### src/rtl/gesture_frame_ctrl.sv
// rtl/gesture_frame_ctrl.sv - frame sequencer, classifier and debouncer for the gesture detector
//
// Purpose: tracks frames from per_frame_vsync, pulses det_start at each accepted
// frame start, captures the detector result on the rising edge of det_en,
// classifies it into NONE/FIST/POINT/OPEN and reports a gesture only after
// STABLE_FRAMES identical consecutive classifications.
//
// Optional feature macro: GESTURE_AUTO_ROI_EN (ROI tracks bbox +/- ROI_MARGIN).
//
// Ports:
//   clk, rst_n                  pixel clock, asynchronous active-low reset
//   enable                      run control, low forces IDLE
//   per_frame_vsync             frame sync
//   det_en                      detector result-valid level
//   det_x/y_min/max, det_area,
//   det_ratio                   detector result
//   roi_x0/x1/y0/y1             ROI window to the detector
//   det_start                   one-cycle pulse per accepted frame start
//   gesture_code, gesture_valid reported gesture and its change pulse
//   busy                        high outside IDLE
//   timeout_err                 sticky timeout flag, cleared by enable low

module gesture_frame_ctrl #(
  parameter int ROI_X0         = 150,
  parameter int ROI_X1         = 450,
  parameter int ROI_Y0         = 50,
  parameter int ROI_Y1         = 350,
  parameter int MIN_AREA       = 400,
  parameter int THR_FIST       = 20,
  parameter int THR_OPEN       = 40,
  parameter int STABLE_FRAMES  = 3,
  parameter int TIMEOUT_FRAMES = 4,
  parameter int ROI_MARGIN     = 16
) (
  input  logic        clk,
  input  logic        rst_n,
  input  logic        enable,
  input  logic        per_frame_vsync,
  input  logic        det_en,
  input  logic [11:0] det_x_min,
  input  logic [11:0] det_x_max,
  input  logic [11:0] det_y_min,
  input  logic [11:0] det_y_max,
  input  logic [19:0] det_area,
  input  logic [19:0] det_ratio,
  output logic [11:0] roi_x0,
  output logic [11:0] roi_x1,
  output logic [11:0] roi_y0,
  output logic [11:0] roi_y1,
  output logic        det_start,
  output logic [1:0]  gesture_code,
  output logic        gesture_valid,
  output logic        busy,
  output logic        timeout_err
);

  typedef enum logic [2:0] {
    S_IDLE,
    S_ARM,
    S_MEASURE,
    S_CLASSIFY,
    S_REPORT
  } state_t;

  state_t      state, state_nxt;
  logic        vsync_d1, det_en_d1, vsync_rise, det_rise;
  logic [3:0]  tcnt;
  logic [3:0]  stable_cnt;
  logic [1:0]  cand_code;
  logic [1:0]  class_code;
  logic [19:0] lat_area, lat_ratio;
  logic        timeout_hit;

  // Edge detectors are registered, so events lag the inputs by one cycle.
  always_ff @(posedge clk or negedge rst_n) begin
    if (!rst_n) begin
      vsync_d1   <= 1'b0;
      det_en_d1  <= 1'b0;
      vsync_rise <= 1'b0;
      det_rise   <= 1'b0;
    end else begin
      vsync_d1   <= per_frame_vsync;
      det_en_d1  <= det_en;
      vsync_rise <= per_frame_vsync & ~vsync_d1;
      det_rise   <= det_en & ~det_en_d1;
    end
  end

  // A result arriving together with a frame edge wins over the timeout count.
  assign timeout_hit = (state == S_MEASURE) && vsync_rise && !det_rise &&
                       (tcnt == 4'(TIMEOUT_FRAMES - 1));

  assign busy = (state != S_IDLE);

  always_ff @(posedge clk or negedge rst_n) begin
    if (!rst_n) state <= S_IDLE;
    else        state <= state_nxt;
  end

  always_comb begin
    state_nxt = state;
    if (!enable) begin
      state_nxt = S_IDLE;
    end else begin
      case (state)
        S_IDLE:     state_nxt = S_ARM;
        S_ARM:      if (vsync_rise) state_nxt = S_MEASURE;
        S_MEASURE:  if (det_rise) state_nxt = S_CLASSIFY;
                    else if (timeout_hit) state_nxt = S_ARM;
        S_CLASSIFY: state_nxt = S_REPORT;
        S_REPORT:   state_nxt = S_ARM;
        default:    state_nxt = S_IDLE;
      endcase
    end
  end

  always_comb begin
    class_code = 2'd3;
    if (lat_area < 20'(MIN_AREA))       class_code = 2'd0;
    else if (lat_ratio < 20'(THR_FIST)) class_code = 2'd1;
    else if (lat_ratio < 20'(THR_OPEN)) class_code = 2'd2;
  end

  always_ff @(posedge clk or negedge rst_n) begin
    if (!rst_n) begin
      tcnt          <= 4'd0;
      stable_cnt    <= 4'd0;
      cand_code     <= 2'd0;
      gesture_code  <= 2'd0;
      gesture_valid <= 1'b0;
      det_start     <= 1'b0;
      timeout_err   <= 1'b0;
      lat_area      <= 20'd0;
      lat_ratio     <= 20'd0;
    end else begin
      det_start     <= 1'b0;
      gesture_valid <= 1'b0;
      if (!enable) begin
        tcnt        <= 4'd0;
        stable_cnt  <= 4'd0;
        cand_code   <= 2'd0;
        timeout_err <= 1'b0;
      end else begin
        case (state)
          S_ARM: begin
            if (vsync_rise) begin
              det_start <= 1'b1;
              tcnt      <= 4'd0;
            end
          end
          S_MEASURE: begin
            if (det_rise) begin
              lat_area  <= det_area;
              lat_ratio <= det_ratio;
            end else if (vsync_rise) begin
              det_start <= 1'b1;
              if (timeout_hit) begin
                tcnt        <= 4'd0;
                timeout_err <= 1'b1;
                cand_code   <= 2'd0;
                stable_cnt  <= 4'd0;
              end else begin
                tcnt <= tcnt + 4'd1;
              end
            end
          end
          S_CLASSIFY: begin
            if (class_code == cand_code) begin
              if (stable_cnt != 4'd15) stable_cnt <= stable_cnt + 4'd1;
            end else begin
              cand_code  <= class_code;
              stable_cnt <= 4'd1;
            end
          end
          S_REPORT: begin
            // Only a change of the reported code is announced.
            if (stable_cnt == 4'(STABLE_FRAMES) && cand_code != gesture_code) begin
              gesture_code  <= cand_code;
              gesture_valid <= 1'b1;
            end
          end
          default: ;
        endcase
      end
    end
  end

`ifdef GESTURE_AUTO_ROI_EN
  logic [11:0] lat_x_min, lat_x_max, lat_y_min, lat_y_max;

  // Expanded edge in 13-bit signed space so bbox - margin cannot wrap.
  function automatic logic [11:0] clamp_edge(input logic [11:0] edge_v, input logic grow,
                                             input int lo, input int hi);
    logic signed [12:0] v, lo_s, hi_s;
    lo_s = 13'(lo);
    hi_s = 13'(hi);
    if (grow) v = $signed({1'b0, edge_v}) + $signed(13'(ROI_MARGIN));
    else      v = $signed({1'b0, edge_v}) - $signed(13'(ROI_MARGIN));
    if (v < lo_s)      return 12'(lo);
    else if (v > hi_s) return 12'(hi);
    else               return v[11:0];
  endfunction

  always_ff @(posedge clk or negedge rst_n) begin
    if (!rst_n) begin
      lat_x_min <= 12'd0;
      lat_x_max <= 12'd0;
      lat_y_min <= 12'd0;
      lat_y_max <= 12'd0;
      roi_x0    <= 12'(ROI_X0);
      roi_x1    <= 12'(ROI_X1);
      roi_y0    <= 12'(ROI_Y0);
      roi_y1    <= 12'(ROI_Y1);
    end else begin
      if (state == S_MEASURE && det_rise) begin
        lat_x_min <= det_x_min;
        lat_x_max <= det_x_max;
        lat_y_min <= det_y_min;
        lat_y_max <= det_y_max;
      end
      if (timeout_hit || (state == S_REPORT && lat_area < 20'(MIN_AREA))) begin
        roi_x0 <= 12'(ROI_X0);
        roi_x1 <= 12'(ROI_X1);
        roi_y0 <= 12'(ROI_Y0);
        roi_y1 <= 12'(ROI_Y1);
      end else if (state == S_REPORT) begin
        roi_x0 <= clamp_edge(lat_x_min, 1'b0, ROI_X0, ROI_X1);
        roi_x1 <= clamp_edge(lat_x_max, 1'b1, ROI_X0, ROI_X1);
        roi_y0 <= clamp_edge(lat_y_min, 1'b0, ROI_Y0, ROI_Y1);
        roi_y1 <= clamp_edge(lat_y_max, 1'b1, ROI_Y0, ROI_Y1);
      end
    end
  end
`else
  logic unused_auto_roi;
  assign unused_auto_roi = ^{det_x_min, det_x_max, det_y_min, det_y_max, 13'(ROI_MARGIN)};
  assign roi_x0 = 12'(ROI_X0);
  assign roi_x1 = 12'(ROI_X1);
  assign roi_y0 = 12'(ROI_Y0);
  assign roi_y1 = 12'(ROI_Y1);
`endif

endmodule

### config.mk
export PLATFORM = sky130hd
export DESIGN_NAME = gesture_frame_ctrl
export DESIGN_NICKNAME = d
export VERILOG_FILES = /design/src/rtl/gesture_frame_ctrl.sv
export SDC_FILE = /design/constraint.sdc
export NUM_CORES = 1
export LEC_CHECK = 0
export CAP_MARGIN = 0
export CORE_MARGIN = 1
export CORE_UTILIZATION = 40
export DETAILED_ROUTE_END_ITERATION = 16
export PLACE_DENSITY = 0.87
export SLEW_MARGIN = 15
export SYNTH_ARGS = -nofsm -noshare
export SYNTH_HDL_FRONTEND = slang
export SYNTH_SLANG_ARGS = --single-unit
### constraint.sdc
create_clock -name clk -period 2.08 [get_ports clk]
set_input_delay 0.208 -clock clk [delete_from_list [all_inputs] [get_ports clk]]
set_output_delay 0.208 -clock clk [all_outputs]
set_load 0.01 [all_outputs]
==> impl_metrics.toml, run 1 <==
[placed_design]
dp_hpwl_um = 3690
io_buffers = 44
gpl.final_weighted_congestion = 0.806

[global_routing]
antenna_violations_before_repair = 0
gr-total-overflow = 0
first_global_vias = 1851
grt.total_usage_pct = 14.3
grt_start_max_net_pins = 50
grt_first_pass_wirelength_um = 8420

[routing]
drc_errors = 0
routed_wire_length_per_instance_um = 12.2
postRouteWirelength_um = 4890
drt_first_iter_violations = 114
detailedRoute.firstPassIterationCount = 4
ant_nets = 0
dr_total_vias = 1887
detail_route.vias_per_cell = 4.71

[clock_network]
cts.path.max_buffers = 2
clkSinkCount = 56
clkSlewWorstSetupHoldPaths_ns = 0.10
numCtsBuffers = 5
clock_tree_from_tritoncts = "built"
ctsRootBufferMaster = "sky130_fd_sc_hd__clkbuf_8"
clk_latency_ns = 0.31
cts-htree-levels = 2

[floorplan]
die-area_um2 = 7480
start_util_pct = 41.8
floorplan.core_area_um2 = 6830
fp.dieH_um = 86.5
placement_rows = 30
ios = 147
die_w_um = 86.5

[timing]
final-hold-violation-count = 0
setup-violations-final = 0
worst_slack_on_hold_paths_ns = 0.263
min_period_ns = 2.02
setup_tns_ns = 0
slew_viol_final = 0
worst_case_clock_skew_ns = 0.00586
period_share_pct = 97.0
fmax_mhz = 496
grt_setup_unrepaired = "no"

[cells_and_area]
finish.net_count = 399
layout-drive-gt1-share_pct = 19.7
n_antenna_cell = 0
mostFrequentLayoutCell = "sky130_fd_sc_hd__dfrtp_1"
leading_cell_types_in_the_layout_fill_and_taps_excluded = "sky130_fd_sc_hd__dfrtp_1 (56), sky130_fd_sc_hd__conb_1 (48), sky130_fd_sc_hd__clkdlybuf4s50_1 (43)"
area_delta_synth_final_pct = 20.6
fill_cells = 587

[logic_synthesis]
synthDistinctLibCells = 47
synth_edf_count = 0
synth_area_per_cell_um2 = 11.5
syn-cell-area_um2 = 2860
synth_seq_area_share_pct = 49.1
synth-seq-cells = 56
async_flop_share_pct = 100
yosysWarningCount = 0
syn_inst = 248
synth_top_flop_cell = "sky130_fd_sc_hd__dfrtp_1"

[hold_path]
timing.hold.worst.class = "input pin to async pin"

[worst_setup_path]
reg2reg_depth = 6
critical_path_peak_fanout = 4
timing.critical_path.from = "lat_ratio[17]"
worstSetupStartpointType = "flip-flop"
end_kind = "flip-flop"
critPathRequiredTime_ns = 2.26
critPathKind = "flip-flop to flip-flop"
crit_path_end = "cand_code[0]"
reg2reg_to = "cand_code[0]"
worstPathArrival_ns = 2.20
r2r_start = "lat_ratio[17]"
reg2reg_slack_ns = 0.06

[pwr]
peak_vdd_ir_mv = 0.584
power.static_leakage_nw = 1.59
power_per_cell_area_nw_per_um2 = 705

[run]
cap_viol_max_count = 0

[status]
result_of_the_run = "complete, no violations"
## logic make-up after synthesis
kind of cell	count (synthesis)	synth area share, %
buffers and inverters	57	13.9
DFF	56	49.1
and+or+nand+nor	53	10.8
AOI/OAI and AO/OA	40	10.3
muxes	36	14.2
adders and majority gates	2	0.876
other	2	0.263
xor gates and xnor gates	2	0.614
## area by class of cell
type | instances | area [um2] | area share (%)
multi-input cells | 181 | 1260 | 36.6
clock inverters | 3 | 46.3 | 1.34
inverters | 6 | 22.5 | 0.654
flip-flops and latches | 56 | 1400 | 40.7
clock buffers | 5 | 68.8 | 2.00
well taps | 96 | 120 | 3.49
repair buffers | 54 | 526 | 15.3
## synthesized netlist by cell type (all sizes together), types with 2 or more instances
cell     number  area (um2)
a211oi        2        25.0
o32ai         2        17.5
nand2        10        37.5
inv           6        22.5
nor3          4        20.0
o2bb2ai       2        17.5
and3          2        12.5
conb          2        7.51
o211ai        2        15.0
mux2         35         394
buf          51         375
nor4b         2        32.5
nor4          5        31.3
o21ai        13        76.3
o21a          2        16.3
ha            2        25.0
nor2          9        33.8
dfrtp        56        1400
a21oi         6        30.0
xnor2         2        17.5
a21boi        2        15.0
or3           2        12.5
nand2b        6        37.5
nand3         3        15.0
nand4         2        12.5
o311ai        2        17.5
nor2b         4        25.0
## how the worst min path moves through the flow
stage / cells after the start / end
floorplan: 0 / cand_code[0]
global placement: 1 / lat_area[12]
detailed placement: 1 / lat_area[12]
CTS: 2 / lat_area[12]
global route: 2 / lat_area[11]
finish: 2 / lat_area[15]
## metrics by stage
stage	power (W)	area [um2]	std cells	setup WS, ns	util, %
4_1_cts	0.00243	3390	397	0.0425	49.7
3_3_place_gp	0.00165	3250	387	0.124	47.6
5_1_grt	0.00255	3440	401	0.00435	50.4
2_1_floorplan	0.00157	3030	294	0.326	-
3_5_place_dp	0.00168	3250	387	-0.154	47.6
6_report	0.00243	3440	401	0.0621	50.4
## routing by layer
metal  GRT usage, %  wire length [um]
met1           18.0              2130
met3           4.76               366
met2           23.2              2300
met4           4.85                90
met5              0                 0
## sequential cells by signal, summed over array words and instances (netlist names), 2 cells and up
signal and cells:
stable_cnt 4, tcnt 4, state 3, lat_ratio 18, lat_area 16, cand_code 2
gesture_code 2
## critical path, cell delays in order (launching register included)
cell	delay, ns
sky130_fd_sc_hd__dfrtp_1	0.40
sky130_fd_sc_hd__nor4_2	0.32
sky130_fd_sc_hd__nand4_1	0.12
sky130_fd_sc_hd__buf_4	0.18
sky130_fd_sc_hd__o221a_2	0.32
sky130_fd_sc_hd__o311ai_1	0.38
sky130_fd_sc_hd__o32ai_1	0.16
## power by group
part           internal (W)  switching, W
logic              0.000233      0.000207
clock network      0.000363      0.000371
registers           0.00119     0.0000681
## what timing repair did
item | in CTS | in global routing
endpoints found under the hold margin | 7 | 0
hold buffers | 1 | 0
gates resized for setup | 2 | 4
pin swaps | 1 | 5
setup endpoints to repair | 6 | 4
buffers inserted | 1 | 4
Note: power is estimated with default switching activity, not from simulation.
==> run 2: changes to the inputs <==
--- a/config.mk
+++ b/config.mk
@@ -10,6 +10,7 @@
 export CORE_UTILIZATION = 40
 export DETAILED_ROUTE_END_ITERATION = 16
 export PLACE_DENSITY = 0.87
+export SETUP_SLACK_MARGIN = 0.15
 export SLEW_MARGIN = 15
 export SYNTH_ARGS = -nofsm -noshare
 export SYNTH_HDL_FRONTEND = slang
==> run 2 against run 1 <==
Effect of this change:
- design area is 2.4% higher
- sequential cell count stayed put
- maximum frequency is 3.6% higher
- die area stayed put
- worst setup slack better by 0.071 ns
- global-route usage is 0.31 points higher
- clock power hardly changed
- total power is 4.4% higher
- first-iteration DRC count is 17% higher
==> impl_metrics.toml, run 2 (synthesis gave the netlist of run 1 again) <==
[worst_setup_path]
cpPeakStageDelay_ns = 0.41
r2r_start = "lat_ratio[19]"
worstSetupStartpointType = "flip-flop"
timing.critical_path.from = "lat_ratio[19]"
crit_buf_inv = 1
critical_path.slowest_cell = "sky130_fd_sc_hd__dfrtp_1"
timing.critical_path.cells = "nor4_2 > nand4_1 > buf_6 > o221a_4 > o21a_4 > a32o_2"
worstPathArrival_ns = 2.16
critPathRequiredTime_ns = 2.29
critical_path_peak_fanout = 4
critPathKind = "flip-flop to flip-flop"
critical_path_s_top_delay_family = "compound AO/OA/AOI/OAI gates"
end_kind = "flip-flop"

[routing]
detailedRoute.firstPassIterationCount = 4
dr_total_vias = 1910
wirelength_met1_um = 2130
routed_wire_length_per_instance_um = 12.5
drc_errors = 0
ant_nets = 0
wl_met3_um = 374
detail_route.vias_per_cell = 4.72
drt_first_iter_violations = 133
dr.max_layer_used = "met4"
postRouteWirelength_um = 5080
route.met2.wl_um = 2470

[timing]
final-hold-violation-count = 0
period_share_pct = 93.6
setup-violations-final = 0
fmax_mhz = 514
slew_viol_final = 0
grt_setup_unrepaired = "yes"
worst_slack_on_hold_paths_ns = 0.262
min_period_ns = 1.95
worst_case_clock_skew_ns = 0.00469
smallest_setup_slack_after_layout_ns = 0.133

[cells_and_area]
top_regs = "lat_ratio x18, lat_area x16"
register_with_the_highest_flop_count = "lat_ratio"
mostFrequentLayoutCell = "sky130_fd_sc_hd__dfrtp_1"
largest_register_ffs = 18
n_antenna_cell = 0
fill_cells = 570
regArea_um2 = 1400
area_delta_synth_final_pct = 23.4
stdcell_count = 405
multi_input_area_um2 = 1310
leading_cell_types_in_the_layout_fill_and_taps_excluded = "sky130_fd_sc_hd__dfrtp_1 (56), sky130_fd_sc_hd__conb_1 (48), sky130_fd_sc_hd__clkdlybuf4s50_1 (43)"
layout-drive-gt1-share_pct = 21.7
finish.net_count = 403

[placed_design]
dp_hpwl_um = 3690
numPlacedInstances = 387
gpl.final_weighted_congestion = 0.806
io_buffers = 44
dp_slack_ns = -0.154

[floorplan]
die_w_um = 86.5
placement_rows = 30
die-area_um2 = 7480
start_util_pct = 41.8
ios = 147
floorplan.core_area_um2 = 6830
fp.dieH_um = 86.5

[hold_path]
timing.hold.worst.class = "input pin to async pin"

[global_routing]
first_global_vias = 1886
grt.total_usage_pct = 14.6
grt_first_pass_wirelength_um = 8580
antenna_violations_before_repair = 0
gr-total-overflow = 0
grt_start_max_net_pins = 50

[clock_network]
cts-htree-levels = 2
clock_tree_from_tritoncts = "built"
ctsRootBufferMaster = "sky130_fd_sc_hd__clkbuf_8"
clkSlewWorstSetupHoldPaths_ns = 0.10
clk_latency_ns = 0.31
cts.path.max_buffers = 2
numCtsBuffers = 5
clkSinkCount = 56

[status]
result_of_the_run = "complete, no violations"

[run]
cap_viol_max_count = 0

[pwr]
peak_vdd_ir_mv = 0.604
power.static_leakage_nw = 1.63
power_per_cell_area_nw_per_um2 = 719
run 2: metal layers:
| layer | up-vias | global-route usage, % |
|---|---|---|
| met5 | - | 0 |
| met4 | 0 | 4.85 |
| met3 | 10 | 4.76 |
| met2 | 83 | 24.2 |
| met1 | 913 | 18.1 |
| li1 | 904 | - |
run 2: area by class of cell:
class | count | share of cell area [%]
tap | 96 | 3.41
timing repair buffer | 58 | 15.9
sequential | 56 | 39.8
inverter | 6 | 0.639
clock inverter | 3 | 1.31
clock buffer | 5 | 1.95
multi-input combinational | 181 | 37.1
run 2: timing repair:
item / 4_1_cts / 5_1_grt
endpoints found under the hold margin: 7 / 0
buffers inserted: 5 / 4
gates resized for setup: 7 / 5
hold buffers: 1 / 0
pin swaps: 8 / 10
endpoints found under the setup margin: 6 / 6
run 2: final timing paths:
kind | to | slack, ns | cells past startpoint
setup reg to reg | stable_cnt[1] | 0.13 | 6
hold / removal | lat_area[15] | 0.26 | 2
setup / recovery | stable_cnt[1] | 0.13 | 6
min in group clk | det_en_d1 | 0.35 | 1
hold reg to reg | det_rise | 0.40 | 1
max in group asynchronous | lat_ratio[8] | 1.32 | 3
run 2: where the power goes:
part	leakage [nW]	switching [W]	internal [W]	total, W
clock network	0.0548	0.000370	0.000363	0.000733
logic	0.823	0.000248	0.000299	0.000547
registers	0.756	0.0000702	0.00119	0.00126
total	1.63	0.000688	0.00185	0.00254
run 2: worst reg2reg max path, stage by stage, from the launching register on:
cell                      delay, ns
sky130_fd_sc_hd__dfrtp_1       0.41
sky130_fd_sc_hd__nor4_2        0.33
sky130_fd_sc_hd__nand4_1       0.15
sky130_fd_sc_hd__buf_6         0.16
sky130_fd_sc_hd__o221a_4       0.30
sky130_fd_sc_hd__o21a_4        0.22
sky130_fd_sc_hd__a32o_2        0.27
run 2: stage by stage:
| stage | util (%) | instance area [um2] | power [W] | setup TNS [ns] |
|---|---|---|---|---|
| floorplan | - | 3030 | 0.00157 | 0 |
| detailed placement | 47.6 | 3250 | 0.00168 | -0.492 |
| finish | 51.6 | 3520 | 0.00254 | 0 |
| global placement | 47.6 | 3250 | 0.00165 | 0 |
| global route | 51.6 | 3520 | 0.00266 | 0 |
| CTS | 50.6 | 3460 | 0.00249 | 0 |
